==> config.mk <==
export PLATFORM = sky130hd
export DESIGN_NAME = brick_collider_flat
export DESIGN_NICKNAME = d
export VERILOG_FILES = /design/src/rtl/breakout_pkg.sv /design/src/rtl/brick_collider_if.sv /design/src/rtl/brick_geom.sv /design/src/rtl/brick_collider.sv /design/src/flat_wrapper.sv
export SDC_FILE = /design/constraint.sdc
export NUM_CORES = 1
export LEC_CHECK = 0
export ABC_AREA = 1
export CAP_MARGIN = 15
export CORE_ASPECT_RATIO = 1.4
export CORE_MARGIN = 1.5
export CORE_UTILIZATION = 35
export CTS_CLUSTER_SIZE = 40
export DETAILED_ROUTE_END_ITERATION = 6
export PLACE_DENSITY = 0.63
export SYNTH_ARGS = -nofsm -noshare
export SYNTH_HDL_FRONTEND = slang
export SYNTH_SLANG_ARGS = --single-unit
==> constraint.sdc <==
create_clock -name clk -period 4.86 [get_ports clk]
set_clock_uncertainty 0.1 [all_clocks]
set_input_delay 0.972 -clock clk [delete_from_list [all_inputs] [get_ports clk]]
set_output_delay 0.972 -clock clk [all_outputs]
set_load 0.01 [all_outputs]
==> src/rtl/breakout_pkg.sv <==
// ----------------------------------------------------------------------------
// breakout_pkg
//   Shared definitions for the breakout game blocks: screen size, default
//   brick-grid geometry, ball size, the collider FSM state type and a small
//   min helper used for penetration depth.
//   No ports.
// ----------------------------------------------------------------------------
package breakout_pkg;

    localparam int SCREEN_W   = 640;
    localparam int SCREEN_H   = 480;

    localparam int NUM_BRICKS = 16;
    localparam int BRICK_COLS = 8;
    localparam int BRICK_W    = 80;
    localparam int BRICK_H    = 20;
    localparam int BRICK_X0   = 0;
    localparam int BRICK_Y0   = 40;
    localparam int BALL_SIZE  = 8;
    localparam int COOLDOWN   = 4;

    // Ball coordinates are 10 bits; all geometry compares are done one bit
    // wider so that ball + size and brick edge + width never wrap.
    localparam int COORD_W    = 10;
    localparam int CMP_W      = 11;

    typedef enum logic [1:0] {
        ST_IDLE = 2'd0,
        ST_SCAN = 2'd1,
        ST_HIT  = 2'd2,
        ST_COOL = 2'd3
    } collider_state_t;

    function automatic logic [CMP_W-1:0] min_cmp(input logic [CMP_W-1:0] a,
                                                 input logic [CMP_W-1:0] b);
        return (a < b) ? a : b;
    endfunction

endpackage

==> src/rtl/brick_collider_if.sv <==
// ----------------------------------------------------------------------------
// brick_collider_if
//   Bundles the collider's frame/ball/brick inputs and its kill/bounce
//   outputs.
//   master : ball controller / brick array side (drives tick, ball, alive)
//   slave  : brick_collider (drives kill, bounce_x/y, hit_idx, busy)
//   Optional macro BRICK_SCORE_EN adds score[15:0] (driven by the slave).
// ----------------------------------------------------------------------------
interface brick_collider_if
    import breakout_pkg::*;
#(
    parameter int NUM_BRICKS = breakout_pkg::NUM_BRICKS,
    localparam int IDX_W     = (NUM_BRICKS > 1) ? $clog2(NUM_BRICKS) : 1
) ();

    logic                  frame_tick;
    logic [COORD_W-1:0]    ball_x;
    logic [COORD_W-1:0]    ball_y;
    logic [NUM_BRICKS-1:0] brick_alive;
    logic [NUM_BRICKS-1:0] kill;
    logic                  bounce_x;
    logic                  bounce_y;
    logic [IDX_W-1:0]      hit_idx;
    logic                  busy;
`ifdef BRICK_SCORE_EN
    logic [15:0]           score;

    modport master (
        output frame_tick, ball_x, ball_y, brick_alive,
        input  kill, bounce_x, bounce_y, hit_idx, busy, score
    );

    modport slave (
        input  frame_tick, ball_x, ball_y, brick_alive,
        output kill, bounce_x, bounce_y, hit_idx, busy, score
    );
`else
    modport master (
        output frame_tick, ball_x, ball_y, brick_alive,
        input  kill, bounce_x, bounce_y, hit_idx, busy
    );

    modport slave (
        input  frame_tick, ball_x, ball_y, brick_alive,
        output kill, bounce_x, bounce_y, hit_idx, busy
    );
`endif

endinterface

==> src/rtl/brick_geom.sv <==
// ----------------------------------------------------------------------------
// brick_geom
//   Combinational brick index -> top-left corner {x0, y0}. Shared with the
//   brick renderer so both agree on where each brick lives.
//   idx : brick index, row*BRICK_COLS + col
//   x0  : left edge   (CMP_W bits)
//   y0  : top edge    (CMP_W bits)
//   BRICK_COLS is a power of two, so the divide/modulo reduce to bit slicing.
// ----------------------------------------------------------------------------
module brick_geom
    import breakout_pkg::*;
#(
    parameter int NUM_BRICKS = breakout_pkg::NUM_BRICKS,
    parameter int BRICK_COLS = breakout_pkg::BRICK_COLS,
    parameter int BRICK_W    = breakout_pkg::BRICK_W,
    parameter int BRICK_H    = breakout_pkg::BRICK_H,
    parameter int BRICK_X0   = breakout_pkg::BRICK_X0,
    parameter int BRICK_Y0   = breakout_pkg::BRICK_Y0,
    localparam int IDX_W     = (NUM_BRICKS > 1) ? $clog2(NUM_BRICKS) : 1
) (
    input  logic [IDX_W-1:0] idx,
    output logic [CMP_W-1:0] x0,
    output logic [CMP_W-1:0] y0
);

    assign x0 = CMP_W'(BRICK_X0 + (int'(idx) % BRICK_COLS) * BRICK_W);
    assign y0 = CMP_W'(BRICK_Y0 + (int'(idx) / BRICK_COLS) * BRICK_H);

endmodule

==> src/rtl/brick_collider.sv <==
// ----------------------------------------------------------------------------
// brick_collider
//   Once per frame, walks the brick grid one brick per cycle against the
//   latched ball box. The first live brick overlapped gets a one-cycle kill
//   pulse, and the ball controller gets a one-cycle bounce on the axis of
//   shallower penetration. After a hit, COOLDOWN frame ticks are ignored.
//   Ports:
//     clk    : system clock
//     reset  : asynchronous, active-high
//     bus    : brick_collider_if.slave (frame_tick, ball_x/y, brick_alive in;
//              kill, bounce_x/y, hit_idx, busy [, score] out)
//   Optional macro BRICK_SCORE_EN: saturating 16-bit hit counter on bus.score.
// ----------------------------------------------------------------------------
module brick_collider
    import breakout_pkg::*;
#(
    parameter int NUM_BRICKS = breakout_pkg::NUM_BRICKS,
    parameter int BRICK_COLS = breakout_pkg::BRICK_COLS,
    parameter int BRICK_W    = breakout_pkg::BRICK_W,
    parameter int BRICK_H    = breakout_pkg::BRICK_H,
    parameter int BRICK_X0   = breakout_pkg::BRICK_X0,
    parameter int BRICK_Y0   = breakout_pkg::BRICK_Y0,
    parameter int BALL_SIZE  = breakout_pkg::BALL_SIZE,
    parameter int COOLDOWN   = breakout_pkg::COOLDOWN
) (
    input logic             clk,
    input logic             reset,
    brick_collider_if.slave bus
);

    localparam int IDX_W = (NUM_BRICKS > 1) ? $clog2(NUM_BRICKS) : 1;
    localparam int CNT_W = (COOLDOWN > 1) ? $clog2(COOLDOWN) : 1;

    collider_state_t       state_q, state_d;
    logic [IDX_W-1:0]      idx_q, idx_d;
    logic [CNT_W-1:0]      cnt_q, cnt_d;
    logic [COORD_W-1:0]    bx_q, by_q;

    logic [NUM_BRICKS-1:0] kill_q, kill_d;
    logic                  bounce_x_q, bounce_x_d;
    logic                  bounce_y_q, bounce_y_d;
    logic [IDX_W-1:0]      hit_idx_q, hit_idx_d;
    logic                  busy_q, busy_d;

    // ---------------- geometry of the brick under scan ----------------
    logic [CMP_W-1:0] x0, y0;

    brick_geom #(
        .NUM_BRICKS (NUM_BRICKS),
        .BRICK_COLS (BRICK_COLS),
        .BRICK_W    (BRICK_W),
        .BRICK_H    (BRICK_H),
        .BRICK_X0   (BRICK_X0),
        .BRICK_Y0   (BRICK_Y0)
    ) u_geom (
        .idx (idx_q),
        .x0  (x0),
        .y0  (y0)
    );

    logic [CMP_W-1:0] ball_l, ball_r, ball_t, ball_b;
    logic [CMP_W-1:0] brick_r, brick_b;
    logic [CMP_W-1:0] dx, dy;
    logic             overlap, hit;

    assign ball_l  = {1'b0, bx_q};
    assign ball_t  = {1'b0, by_q};
    assign ball_r  = ball_l + CMP_W'(BALL_SIZE);
    assign ball_b  = ball_t + CMP_W'(BALL_SIZE);
    assign brick_r = x0 + CMP_W'(BRICK_W);
    assign brick_b = y0 + CMP_W'(BRICK_H);

    // Half-open intervals: touching edges do not count as a hit.
    assign overlap = (ball_l < brick_r) && (x0 < ball_r) &&
                     (ball_t < brick_b) && (y0 < ball_b);
    assign hit     = bus.brick_alive[idx_q] && overlap;

    // Only meaningful when overlap holds, so both differences are positive.
    assign dx = min_cmp(ball_r - x0, brick_r - ball_l);
    assign dy = min_cmp(ball_b - y0, brick_b - ball_t);

    // ---------------- state register ----------------
    // NOTE: sequential state uses non-blocking assignments so every register
    // samples the pre-edge values, independent of statement order.
    always_ff @(posedge clk or posedge reset) begin
        if (reset) begin
            state_q <= ST_IDLE;
            idx_q   <= '0;
            cnt_q   <= '0;
            bx_q    <= '0;
            by_q    <= '0;
        end else begin
            state_q <= state_d;
            idx_q   <= idx_d;
            cnt_q   <= cnt_d;
            if (state_q == ST_IDLE && bus.frame_tick) begin
                bx_q <= bus.ball_x;
                by_q <= bus.ball_y;
            end
        end
    end

    // ---------------- next-state logic ----------------
    // NOTE: every signal assigned here gets a default first, so no path
    // leaves it unassigned and no latch is inferred.
    always_comb begin
        state_d = state_q;
        idx_d   = idx_q;
        cnt_d   = cnt_q;
        unique case (state_q)
            ST_IDLE: begin
                if (bus.frame_tick) begin
                    state_d = ST_SCAN;
                    idx_d   = '0;
                end
            end
            ST_SCAN: begin
                if (hit) begin
                    state_d = ST_HIT;
                end else if (idx_q == IDX_W'(NUM_BRICKS - 1)) begin
                    state_d = ST_IDLE;
                end else begin
                    idx_d = idx_q + 1'b1;
                end
            end
            ST_HIT: begin
                cnt_d   = '0;
                state_d = (COOLDOWN == 0) ? ST_IDLE : ST_COOL;
            end
            ST_COOL: begin
                // The tick that ends cooldown is consumed; scanning resumes
                // on the following tick.
                if (bus.frame_tick) begin
                    if (cnt_q == CNT_W'(COOLDOWN - 1)) begin
                        state_d = ST_IDLE;
                    end else begin
                        cnt_d = cnt_q + 1'b1;
                    end
                end
            end
            default: state_d = ST_IDLE;
        endcase
    end

    // ---------------- output logic (next values of registered outputs) ----
    always_comb begin
        kill_d     = '0;
        bounce_x_d = 1'b0;
        bounce_y_d = 1'b0;
        hit_idx_d  = hit_idx_q;
        busy_d     = (state_d == ST_SCAN) || (state_d == ST_HIT);
        if (state_q == ST_SCAN && hit) begin
            kill_d[idx_q] = 1'b1;
            hit_idx_d     = idx_q;
            // Tie goes to the y axis.
            bounce_x_d    = (dx < dy);
            bounce_y_d    = !(dx < dy);
        end
    end

    always_ff @(posedge clk or posedge reset) begin
        if (reset) begin
            kill_q     <= '0;
            bounce_x_q <= 1'b0;
            bounce_y_q <= 1'b0;
            hit_idx_q  <= '0;
            busy_q     <= 1'b0;
        end else begin
            kill_q     <= kill_d;
            bounce_x_q <= bounce_x_d;
            bounce_y_q <= bounce_y_d;
            hit_idx_q  <= hit_idx_d;
            busy_q     <= busy_d;
        end
    end

    assign bus.kill     = kill_q;
    assign bus.bounce_x = bounce_x_q;
    assign bus.bounce_y = bounce_y_q;
    assign bus.hit_idx  = hit_idx_q;
    assign bus.busy     = busy_q;

`ifdef BRICK_SCORE_EN
    logic [15:0] score_q;

    always_ff @(posedge clk or posedge reset) begin
        if (reset) begin
            score_q <= '0;
        end else if (state_q == ST_HIT && score_q != 16'hFFFF) begin
            score_q <= score_q + 16'd1;
        end
    end

    assign bus.score = score_q;
`endif

endmodule

==> src/flat_wrapper.sv <==
// flat-port wrapper written by rule: the top's interface ports become plain ports
module brick_collider_flat import breakout_pkg::*;
#(
    parameter int NUM_BRICKS = breakout_pkg::NUM_BRICKS,
    parameter int BRICK_COLS = breakout_pkg::BRICK_COLS,
    parameter int BRICK_W    = breakout_pkg::BRICK_W,
    parameter int BRICK_H    = breakout_pkg::BRICK_H,
    parameter int BRICK_X0   = breakout_pkg::BRICK_X0,
    parameter int BRICK_Y0   = breakout_pkg::BRICK_Y0,
    parameter int BALL_SIZE  = breakout_pkg::BALL_SIZE,
    parameter int COOLDOWN   = breakout_pkg::COOLDOWN
)
  (clk, reset, bus_frame_tick, bus_ball_x, bus_ball_y, bus_brick_alive, bus_kill, bus_bounce_x, bus_bounce_y, bus_hit_idx, bus_busy);
  brick_collider_if #(.NUM_BRICKS(NUM_BRICKS)) bus_i ();
  input logic clk;
  input logic reset;
  input wire logic [$bits(bus_i.frame_tick)-1:0] bus_frame_tick;
  input wire logic [$bits(bus_i.ball_x)-1:0] bus_ball_x;
  input wire logic [$bits(bus_i.ball_y)-1:0] bus_ball_y;
  input wire logic [$bits(bus_i.brick_alive)-1:0] bus_brick_alive;
  output wire logic [$bits(bus_i.kill)-1:0] bus_kill;
  output wire logic [$bits(bus_i.bounce_x)-1:0] bus_bounce_x;
  output wire logic [$bits(bus_i.bounce_y)-1:0] bus_bounce_y;
  output wire logic [$bits(bus_i.hit_idx)-1:0] bus_hit_idx;
  output wire logic [$bits(bus_i.busy)-1:0] bus_busy;
  assign bus_i.frame_tick = bus_frame_tick;
  assign bus_i.ball_x = bus_ball_x;
  assign bus_i.ball_y = bus_ball_y;
  assign bus_i.brick_alive = bus_brick_alive;
  assign bus_kill = bus_i.kill;
  assign bus_bounce_x = bus_i.bounce_x;
  assign bus_bounce_y = bus_i.bounce_y;
  assign bus_hit_idx = bus_i.hit_idx;
  assign bus_busy = bus_i.busy;
  brick_collider #(.NUM_BRICKS(NUM_BRICKS), .BRICK_COLS(BRICK_COLS), .BRICK_W(BRICK_W), .BRICK_H(BRICK_H), .BRICK_X0(BRICK_X0), .BRICK_Y0(BRICK_Y0), .BALL_SIZE(BALL_SIZE), .COOLDOWN(COOLDOWN)) u_core (.clk(clk), .reset(reset), .bus(bus_i));
endmodule
==> results of run 1 <==
-- repair_timing --
| item | CTS | global route |
|---|---|---|
| resized for setup | 0 | 30 |
| endpoints found under the setup margin | 0 | 2 |
| hold endpoints to repair | 0 | 0 |
| buffers inserted | 0 | 8 |
-- worst max path at each step --
stage,start,to,slack [ns],cells past startpoint
finish,u_core.idx_q[0],u_core.bus.bounce_x,0.27,29
global route,u_core.idx_q[0],u_core.bus.bounce_x,-0.08,29
CTS,u_core.idx_q[0],u_core.bus.bounce_x,0.17,29
detailed placement,u_core.idx_q[0],u_core.bus.bounce_x,0.24,29
global placement,u_core.idx_q[0],u_core.bus.bounce_x,0.29,29
floorplan,u_core.idx_q[0],u_core.bus.bounce_x,0.37,29
-- routing by layer --
layer | global-route usage | wire (µm) | vias up
li1 | - | - | 2199
met1 | 0.204 | 5040 | 1982
met2 | 0.340 | 6440 | 106
met3 | 0.0242 | 544 | 19
met4 | 0.0586 | 284 | 0
met5 | 0 | 0 | -
-- state kept, by name, summed over array words and instances, names as in the netlist --
name	cells
u_core.by_q	10
u_core.bus.kill	16
u_core.bus.busy	1
u_core.cnt_q	2
u_core.state_q	2
u_core.bus.bounce_y	1
u_core.bus.hit_idx	4
u_core.bx_q	10
u_core.bus.bounce_x	1
u_core.idx_q	4
-- cell families after synthesis --
group,synth area share
xor gates and xnor gates,0.0588
buffers and inverters,0.0907
and+or+nand+nor,0.286
adders and majority gates,0.170
DFF,0.276
AOI/OAI and AO/OA,0.119
-- synth_stat cells (3+ instances only) --
master and instances:
sky130_fd_sc_hd__nand2_1 141, sky130_fd_sc_hd__inv_1 79, sky130_fd_sc_hd__nor2_1 63, sky130_fd_sc_hd__ha_1 61, sky130_fd_sc_hd__a21oi_1 52, sky130_fd_sc_hd__dfrtp_1 51, sky130_fd_sc_hd__nand3_1 34, sky130_fd_sc_hd__o21ai_0 33
sky130_fd_sc_hd__xor2_1 23, sky130_fd_sc_hd__nor3_2 15, sky130_fd_sc_hd__nand4_1 11, sky130_fd_sc_hd__nor3_1 9, sky130_fd_sc_hd__xnor2_1 8, sky130_fd_sc_hd__clkbuf_1 5, sky130_fd_sc_hd__inv_2 5, sky130_fd_sc_hd__buf_6 4
sky130_fd_sc_hd__o21ai_2 4, sky130_fd_sc_hd__buf_1 3, sky130_fd_sc_hd__nand2_2 3, sky130_fd_sc_hd__nand4_2 3
-- through the flow --
step	area, µm²	std cells
4_1_cts	5550	847
3_5_place_dp	5390	839
2_1_floorplan	4620	631
3_3_place_gp	5390	839
6_report	5750	857
5_1_grt	5750	857
-- cell type report --
cell class / count / area, µm²
Multi-Input combinational cell: 480 / 3030
Clock buffer: 5 / 125
Tap cell: 153 / 191
Timing Repair inverter: 1 / 7.51
Fill cell: 1314 / 7120
Timing Repair Buffer: 79 / 769
Inverter: 85 / 327
Sequential cell: 51 / 1280
Clock inverter: 3 / 28.8
-- worst max-delay path, delay by kind of cell (launching register included) --
kind,cells,cell delay [ns]
simple gates,11,1.08
fa+ha+maj,4,1.05
compound gates,6,0.81
buf+inv,6,0.60
flops,1,0.47
xor+xnor,2,0.39
==> impl_metrics.xml, run 1 <==
<?xml version="1.0" encoding="UTF-8"?>
<metrics>
  <group name="worst_hold_path">
    <metric name="hold_class" unit="">reg2reg</metric>
    <metric name="min_path_cells" unit="">2</metric>
    <metric name="worst_hold_path.endpoint" unit="">u_core.bus.hit_idx[1]</metric>
    <metric name="timing.hold.worst.start" unit="">u_core.bus.hit_idx[1]</metric>
  </group>
  <group name="timing">
    <metric name="maxSlewViolCount" unit="">0</metric>
    <metric name="fin_hold_ws" unit="ns">0.385</metric>
    <metric name="final_hold_viol_count" unit="">0</metric>
    <metric name="period_utilization_post_route" unit="">0.944</metric>
    <metric name="setup_tns_final" unit="ns">0</metric>
    <metric name="max_slew_margin" unit="">0.652</metric>
    <metric name="worst_slew_pin_slew" unit="ns">0.521</metric>
    <metric name="fin_ws" unit="ns">0.273</metric>
    <metric name="report.final.setup_viol" unit="">0</metric>
    <metric name="period_minus_slack" unit="ns">4.59</metric>
    <metric name="clock.fmax" unit="MHz">218</metric>
  </group>
  <group name="synthesis">
    <metric name="synth_nets" unit="">732</metric>
    <metric name="synthArstFlopShare" unit="">1.00</metric>
    <metric name="post_synth_instance_area" unit="µm²">4620</metric>
    <metric name="number_of_synthesized_flops_with_an_enable_pin" unit="">0</metric>
    <metric name="synth_top_area_frac" unit="">0.276</metric>
    <metric name="postSynthAreaPerCell" unit="µm²">7.32</metric>
    <metric name="area_leader_netlist" unit="">sky130_fd_sc_hd__dfrtp_1</metric>
    <metric name="ys_seq_area_frac" unit="">0.276</metric>
    <metric name="post_synth_num_cell_types" unit="">38</metric>
    <metric name="synth-warning-count" unit="">0</metric>
    <metric name="cells_after_synth" unit="">631</metric>
    <metric name="postSynthRegisterBits" unit="">51</metric>
    <metric name="synth-main-ff-cell" unit="">sky130_fd_sc_hd__dfrtp_1</metric>
    <metric name="synth_area_leaders" unit="">sky130_fd_sc_hd__dfrtp_1 (28%), sky130_fd_sc_hd__ha_1 (17%), sky130_fd_sc_hd__nand2_1 (11%)</metric>
  </group>
  <group name="critical_path">
    <metric name="worst_setup_path_start_kind" unit="">register</metric>
    <metric name="worstSetupPathType" unit="">reg2reg</metric>
    <metric name="timing.critical_path.fanout_max" unit="">8</metric>
    <metric name="reg2regPathDepth" unit="">29</metric>
    <metric name="worst_ep_required_time" unit="ns">4.99</metric>
    <metric name="cp_data_arrival_time" unit="ns">4.71</metric>
    <metric name="rr_startpoint" unit="">u_core.idx_q[0]</metric>
    <metric name="crit_path_top_delay_cell" unit="">sky130_fd_sc_hd__dfrtp_2</metric>
    <metric name="r2r_slack" unit="ns">0.27</metric>
    <metric name="critical_path.reg2reg.endpoint" unit="">u_core.bus.bounce_x</metric>
    <metric name="crit_path_max_incr_delay" unit="ns">0.47</metric>
    <metric name="timing.critical_path.to_type" unit="">register</metric>
  </group>
  <group name="cts">
    <metric name="cts_root_buffer" unit="">sky130_fd_sc_hd__clkbuf_16</metric>
    <metric name="cts_max_level" unit="">2</metric>
    <metric name="clock-sinks" unit="">51</metric>
    <metric name="cts.clk_slew.worst_paths" unit="ns">0.08</metric>
    <metric name="clock_tree.buffer_depth" unit="">2</metric>
    <metric name="cts_hold_repair.buffers" unit="">0</metric>
    <metric name="tritoncts.num_buffers" unit="">5</metric>
    <metric name="insertion_delay" unit="ns">0.31</metric>
    <metric name="clock_tree_from_tritoncts" unit="">yes</metric>
  </group>
  <group name="routing">
    <metric name="drt-vias-per-instance" unit="">5.02</metric>
    <metric name="wire_per_inst" unit="µm">14.4</metric>
    <metric name="wirelength" unit="mm">12.3</metric>
    <metric name="routed_vias" unit="">4306</metric>
    <metric name="firstDrtPassIters" unit="">4</metric>
    <metric name="drt_drc_violations_left" unit="">0</metric>
    <metric name="ant_nets" unit="">0</metric>
    <metric name="detail_route.iter0.violations" unit="">212</metric>
  </group>
  <group name="global_route">
    <metric name="grt_start_max_net_pins" unit="">52</metric>
    <metric name="grt.total_usage" unit="">0.180</metric>
    <metric name="grt_first_pass_wirelength" unit="mm">20.0</metric>
    <metric name="first_global_vias" unit="">4314</metric>
    <metric name="overflow" unit="">0</metric>
    <metric name="antenna_found_initial" unit="">0</metric>
  </group>
  <group name="die">
    <metric name="start_util" unit="">0.359</metric>
    <metric name="die_outline_area" unit="µm²">13900</metric>
    <metric name="floorplan.core_area" unit="µm²">12900</metric>
    <metric name="pin_count" unit="">62</metric>
    <metric name="die_width" unit="µm">100</metric>
    <metric name="std_cell_rows" unit="">49</metric>
    <metric name="dieHeight" unit="µm">139</metric>
  </group>
  <group name="final_layout">
    <metric name="flow.area_growth_from_synthesis" unit="%">24.5</metric>
    <metric name="post_route_cells_drive_above_1_share" unit="">0.125</metric>
    <metric name="layout_commonest_cell" unit="">sky130_fd_sc_hd__nand2_1</metric>
    <metric name="diodes" unit="">0</metric>
    <metric name="final_cell_mix" unit="">sky130_fd_sc_hd__nand2_1 (137), sky130_fd_sc_hd__inv_1 (76), sky130_fd_sc_hd__nor2_1 (61), sky130_fd_sc_hd__clkdlybuf4s50_1 (61), sky130_fd_sc_hd__ha_1 (57)</metric>
    <metric name="design.final.nets" unit="">804</metric>
    <metric name="post-route-util" unit="">0.447</metric>
  </group>
  <group name="run">
    <metric name="cap_viol_max_count" unit="">0</metric>
  </group>
  <group name="status">
    <metric name="outcome" unit="">complete, no violations</metric>
  </group>
  <group name="place">
    <metric name="place_worst_setup_slack" unit="ns">0.238</metric>
    <metric name="gp_congestion" unit="">0.997</metric>
    <metric name="io_buffer_count" unit="">61</metric>
    <metric name="place_hpwl" unit="mm">9.82</metric>
  </group>
</metrics>
Power of run 1 is left out: the tool's default activity adds up to more than one toggle a clock period on the data nets, which glitch-free logic cannot reach.
==> inputs of run 2 (changes only) <==
--- a/config.mk
+++ b/config.mk
@@ -13,6 +13,7 @@
 export CTS_CLUSTER_SIZE = 40
 export DETAILED_ROUTE_END_ITERATION = 6
 export PLACE_DENSITY = 0.63
+export SLEW_MARGIN = 40
 export SYNTH_ARGS = -nofsm -noshare
 export SYNTH_HDL_FRONTEND = slang
 export SYNTH_SLANG_ARGS = --single-unit
==> impl_metrics.xml, run 2 (synthesis gave the netlist of run 1 again) <==
<?xml version="1.0" encoding="UTF-8"?>
<metrics>
  <group name="status">
    <metric name="outcome" unit="">complete, no violations</metric>
  </group>
  <group name="global_route">
    <metric name="first_global_vias" unit="">4359</metric>
    <metric name="antenna_found_initial" unit="">0</metric>
    <metric name="grt.total_usage" unit="">0.180</metric>
    <metric name="grt_start_max_net_pins" unit="">52</metric>
    <metric name="overflow" unit="">0</metric>
    <metric name="grt_first_pass_wirelength" unit="mm">20.0</metric>
  </group>
  <group name="die">
    <metric name="dieHeight" unit="µm">139</metric>
    <metric name="pin_count" unit="">62</metric>
    <metric name="start_util" unit="">0.359</metric>
    <metric name="die_outline_area" unit="µm²">13900</metric>
    <metric name="floorplan.core_area" unit="µm²">12900</metric>
    <metric name="std_cell_rows" unit="">49</metric>
    <metric name="die_width" unit="µm">100</metric>
  </group>
  <group name="cts">
    <metric name="tritoncts.num_buffers" unit="">5</metric>
    <metric name="clock_tree_from_tritoncts" unit="">yes</metric>
    <metric name="clock_tree.buffer_depth" unit="">2</metric>
    <metric name="cts.clk_slew.worst_paths" unit="ns">0.09</metric>
    <metric name="cts_max_level" unit="">2</metric>
    <metric name="cts_root_buffer" unit="">sky130_fd_sc_hd__clkbuf_16</metric>
    <metric name="insertion_delay" unit="ns">0.31</metric>
    <metric name="cts_hold_repair.buffers" unit="">0</metric>
    <metric name="clock-sinks" unit="">51</metric>
  </group>
  <group name="final_layout">
    <metric name="final_instance_area" unit="µm²">5680</metric>
    <metric name="post_route_cells_drive_above_1_share" unit="">0.110</metric>
    <metric name="area_of_the_multi_input_gates" unit="µm²">3020</metric>
    <metric name="final_cell_mix" unit="">sky130_fd_sc_hd__nand2_1 (141), sky130_fd_sc_hd__inv_1 (76), sky130_fd_sc_hd__nor2_1 (62)</metric>
    <metric name="largest_reg_flops" unit="">16</metric>
    <metric name="layout_commonest_cell" unit="">sky130_fd_sc_hd__nand2_1</metric>
    <metric name="final-seq-area" unit="µm²">1280</metric>
    <metric name="design.final.nets" unit="">797</metric>
    <metric name="diodes" unit="">0</metric>
    <metric name="nFillCells" unit="">1349</metric>
    <metric name="finalNonFillerCells" unit="">850</metric>
    <metric name="flow.area_growth_from_synthesis" unit="%">22.9</metric>
  </group>
  <group name="place">
    <metric name="placedCellCount" unit="">839</metric>
    <metric name="gp_congestion" unit="">0.997</metric>
    <metric name="place_hpwl" unit="mm">9.81</metric>
    <metric name="postPlaceCellArea" unit="µm²">5400</metric>
    <metric name="io_buffer_count" unit="">61</metric>
  </group>
  <group name="critical_path">
    <metric name="worstSetupPathType" unit="">reg2reg</metric>
    <metric name="timing.critical_path.fanout_max" unit="">13</metric>
    <metric name="timing.critical_path.to_type" unit="">register</metric>
    <metric name="reg2regPathDepth" unit="">24</metric>
    <metric name="critical_path.most_common_cell" unit="">sky130_fd_sc_hd__inv_1</metric>
    <metric name="timing.critical_path.max_delay_family" unit="">compound AO/OA/AOI/OAI gates</metric>
    <metric name="rr_startpoint" unit="">u_core.idx_q[3]</metric>
    <metric name="crit_path_top_delay_cell" unit="">sky130_fd_sc_hd__dfrtp_1</metric>
    <metric name="r2r_slack" unit="ns">0.38</metric>
    <metric name="worstPathCellList" unit="">inv_1 -&gt; ha_1 -&gt; nand2_1 -&gt; inv_1 -&gt; o21ai_0 -&gt; inv_1 -&gt; nor2_1 -&gt; nand3_1 -&gt; xor2_1 -&gt; ha_1 -&gt; nand2_1 -&gt; nor2_1 -&gt; nand3_1 -&gt; o2111ai_1 -&gt; buf_4 -&gt; o21ai_0 -&gt; ha_1 -&gt; a21oi_1 -&gt; o21ai_0 -&gt; nand2_1 -&gt; o211ai_1 -&gt; a31oi_2 -&gt; inv_1 -&gt; nor2_1</metric>
    <metric name="critical_path.reg2reg.endpoint" unit="">u_core.bus.bounce_x</metric>
    <metric name="worst_setup_path_start_kind" unit="">register</metric>
    <metric name="crit_path_max_incr_delay" unit="ns">0.54</metric>
    <metric name="critical_path_buf_inv_count" unit="">5</metric>
    <metric name="worst_ep_required_time" unit="ns">4.98</metric>
    <metric name="cp_data_arrival_time" unit="ns">4.60</metric>
  </group>
  <group name="timing">
    <metric name="final_hold_viol_count" unit="">0</metric>
    <metric name="setup_tns_final" unit="ns">0</metric>
    <metric name="clock.fmax" unit="MHz">223</metric>
    <metric name="period_minus_slack" unit="ns">4.48</metric>
    <metric name="period_utilization_post_route" unit="">0.922</metric>
    <metric name="maxSlewViolCount" unit="">0</metric>
    <metric name="max_slew_margin" unit="">0.568</metric>
    <metric name="worst_slew_pin_slew" unit="ns">0.648</metric>
    <metric name="fin_hold_ws" unit="ns">0.385</metric>
    <metric name="report.final.setup_viol" unit="">0</metric>
  </group>
  <group name="routing">
    <metric name="drt-vias-per-instance" unit="">5.02</metric>
    <metric name="routed_vias" unit="">4264</metric>
    <metric name="wire_per_inst" unit="µm">14.3</metric>
    <metric name="wirelength" unit="mm">12.1</metric>
    <metric name="drt_drc_violations_left" unit="">0</metric>
    <metric name="firstDrtPassIters" unit="">4</metric>
    <metric name="detail_route.iter0.violations" unit="">249</metric>
    <metric name="ant_nets" unit="">0</metric>
  </group>
  <group name="worst_hold_path">
    <metric name="worst_hold_path.endpoint" unit="">u_core.bus.hit_idx[1]</metric>
    <metric name="timing.hold.worst.start" unit="">u_core.bus.hit_idx[1]</metric>
    <metric name="hold_class" unit="">reg2reg</metric>
    <metric name="min_path_cells" unit="">2</metric>
  </group>
  <group name="run">
    <metric name="cap_viol_max_count" unit="">0</metric>
  </group>
</metrics>
[run 2: cell types whose count changed in the layout (fill, tap and decap cells not counted), moves of 2 or more]
cell	delta
sky130_fd_sc_hd__o21ai_0	+2
sky130_fd_sc_hd__nand2_1	+4
sky130_fd_sc_hd__nand2_2	-4
sky130_fd_sc_hd__buf_4	-4
[run 2: how the worst max path moves through the flow]
| stage | from | endpoint | cells past startpoint |
|---|---|---|---|
| 2_1_floorplan | u_core.idx_q[0] | u_core.bus.bounce_x | 29 |
| 3_3_place_gp | u_core.idx_q[0] | u_core.bus.bounce_x | 29 |
| 3_5_place_dp | u_core.idx_q[0] | u_core.bus.bounce_x | 29 |
| 4_1_cts | u_core.idx_q[0] | u_core.bus.bounce_x | 29 |
| 5_1_grt | u_core.idx_q[0] | u_core.bus.bounce_x | 27 |
| 6_report | u_core.idx_q[3] | u_core.bus.bounce_x | 24 |
[run 2: layout make-up]
type,instances,area share
well taps,153,0.0337
multi-input cells,480,0.531
flip-flops and latches,51,0.225
clock inverters,3,0.00507
inverters,85,0.0580
clock buffers,5,0.0220
repair buffers,73,0.125
[run 2: worst reg2reg max path, cell delays in order (launching register included)]
cell and delay (ns):
sky130_fd_sc_hd__dfrtp_1 0.54, sky130_fd_sc_hd__inv_1 0.25, sky130_fd_sc_hd__ha_1 0.42, sky130_fd_sc_hd__nand2_1 0.09, sky130_fd_sc_hd__inv_1 0.05, sky130_fd_sc_hd__o21ai_0 0.25, sky130_fd_sc_hd__inv_1 0.08, sky130_fd_sc_hd__nor2_1 0.19
sky130_fd_sc_hd__nand3_1 0.11, sky130_fd_sc_hd__xor2_1 0.23, sky130_fd_sc_hd__ha_1 0.29, sky130_fd_sc_hd__nand2_1 0.09, sky130_fd_sc_hd__nor2_1 0.06, sky130_fd_sc_hd__nand3_1 0.07, sky130_fd_sc_hd__o2111ai_1 0.12, sky130_fd_sc_hd__buf_4 0.20
sky130_fd_sc_hd__o21ai_0 0.26, sky130_fd_sc_hd__ha_1 0.30, sky130_fd_sc_hd__a21oi_1 0.13, sky130_fd_sc_hd__o21ai_0 0.09, sky130_fd_sc_hd__nand2_1 0.06, sky130_fd_sc_hd__o211ai_1 0.10, sky130_fd_sc_hd__a31oi_2 0.18, sky130_fd_sc_hd__inv_1 0.06
sky130_fd_sc_hd__nor2_1 0.10
[run 2: repair_timing]
action	4_1_cts	5_1_grt
setup endpoints to repair	0	2
gates resized for setup	0	22
buffers inserted	0	3
[run 2: through the flow]
| stage | setup WS (ns) | util |
|---|---|---|
| floorplan | 0.373 | - |
| CTS | 0.207 | 0.431 |
| global route | -0.0374 | 0.441 |
| finish | 0.378 | 0.441 |
| global placement | 0.289 | 0.419 |
| detailed placement | 0.279 | 0.419 |
[run 2: layer usage]
metal,up-vias,global-route usage,share of wire
met3,19,0.0252,0.043
li1,2191,-,-
met5,-,0,0
met1,1945,0.205,0.41
met4,0,0.0660,0.025
met2,109,0.335,0.52
Power of run 2 is left out for the same reason.
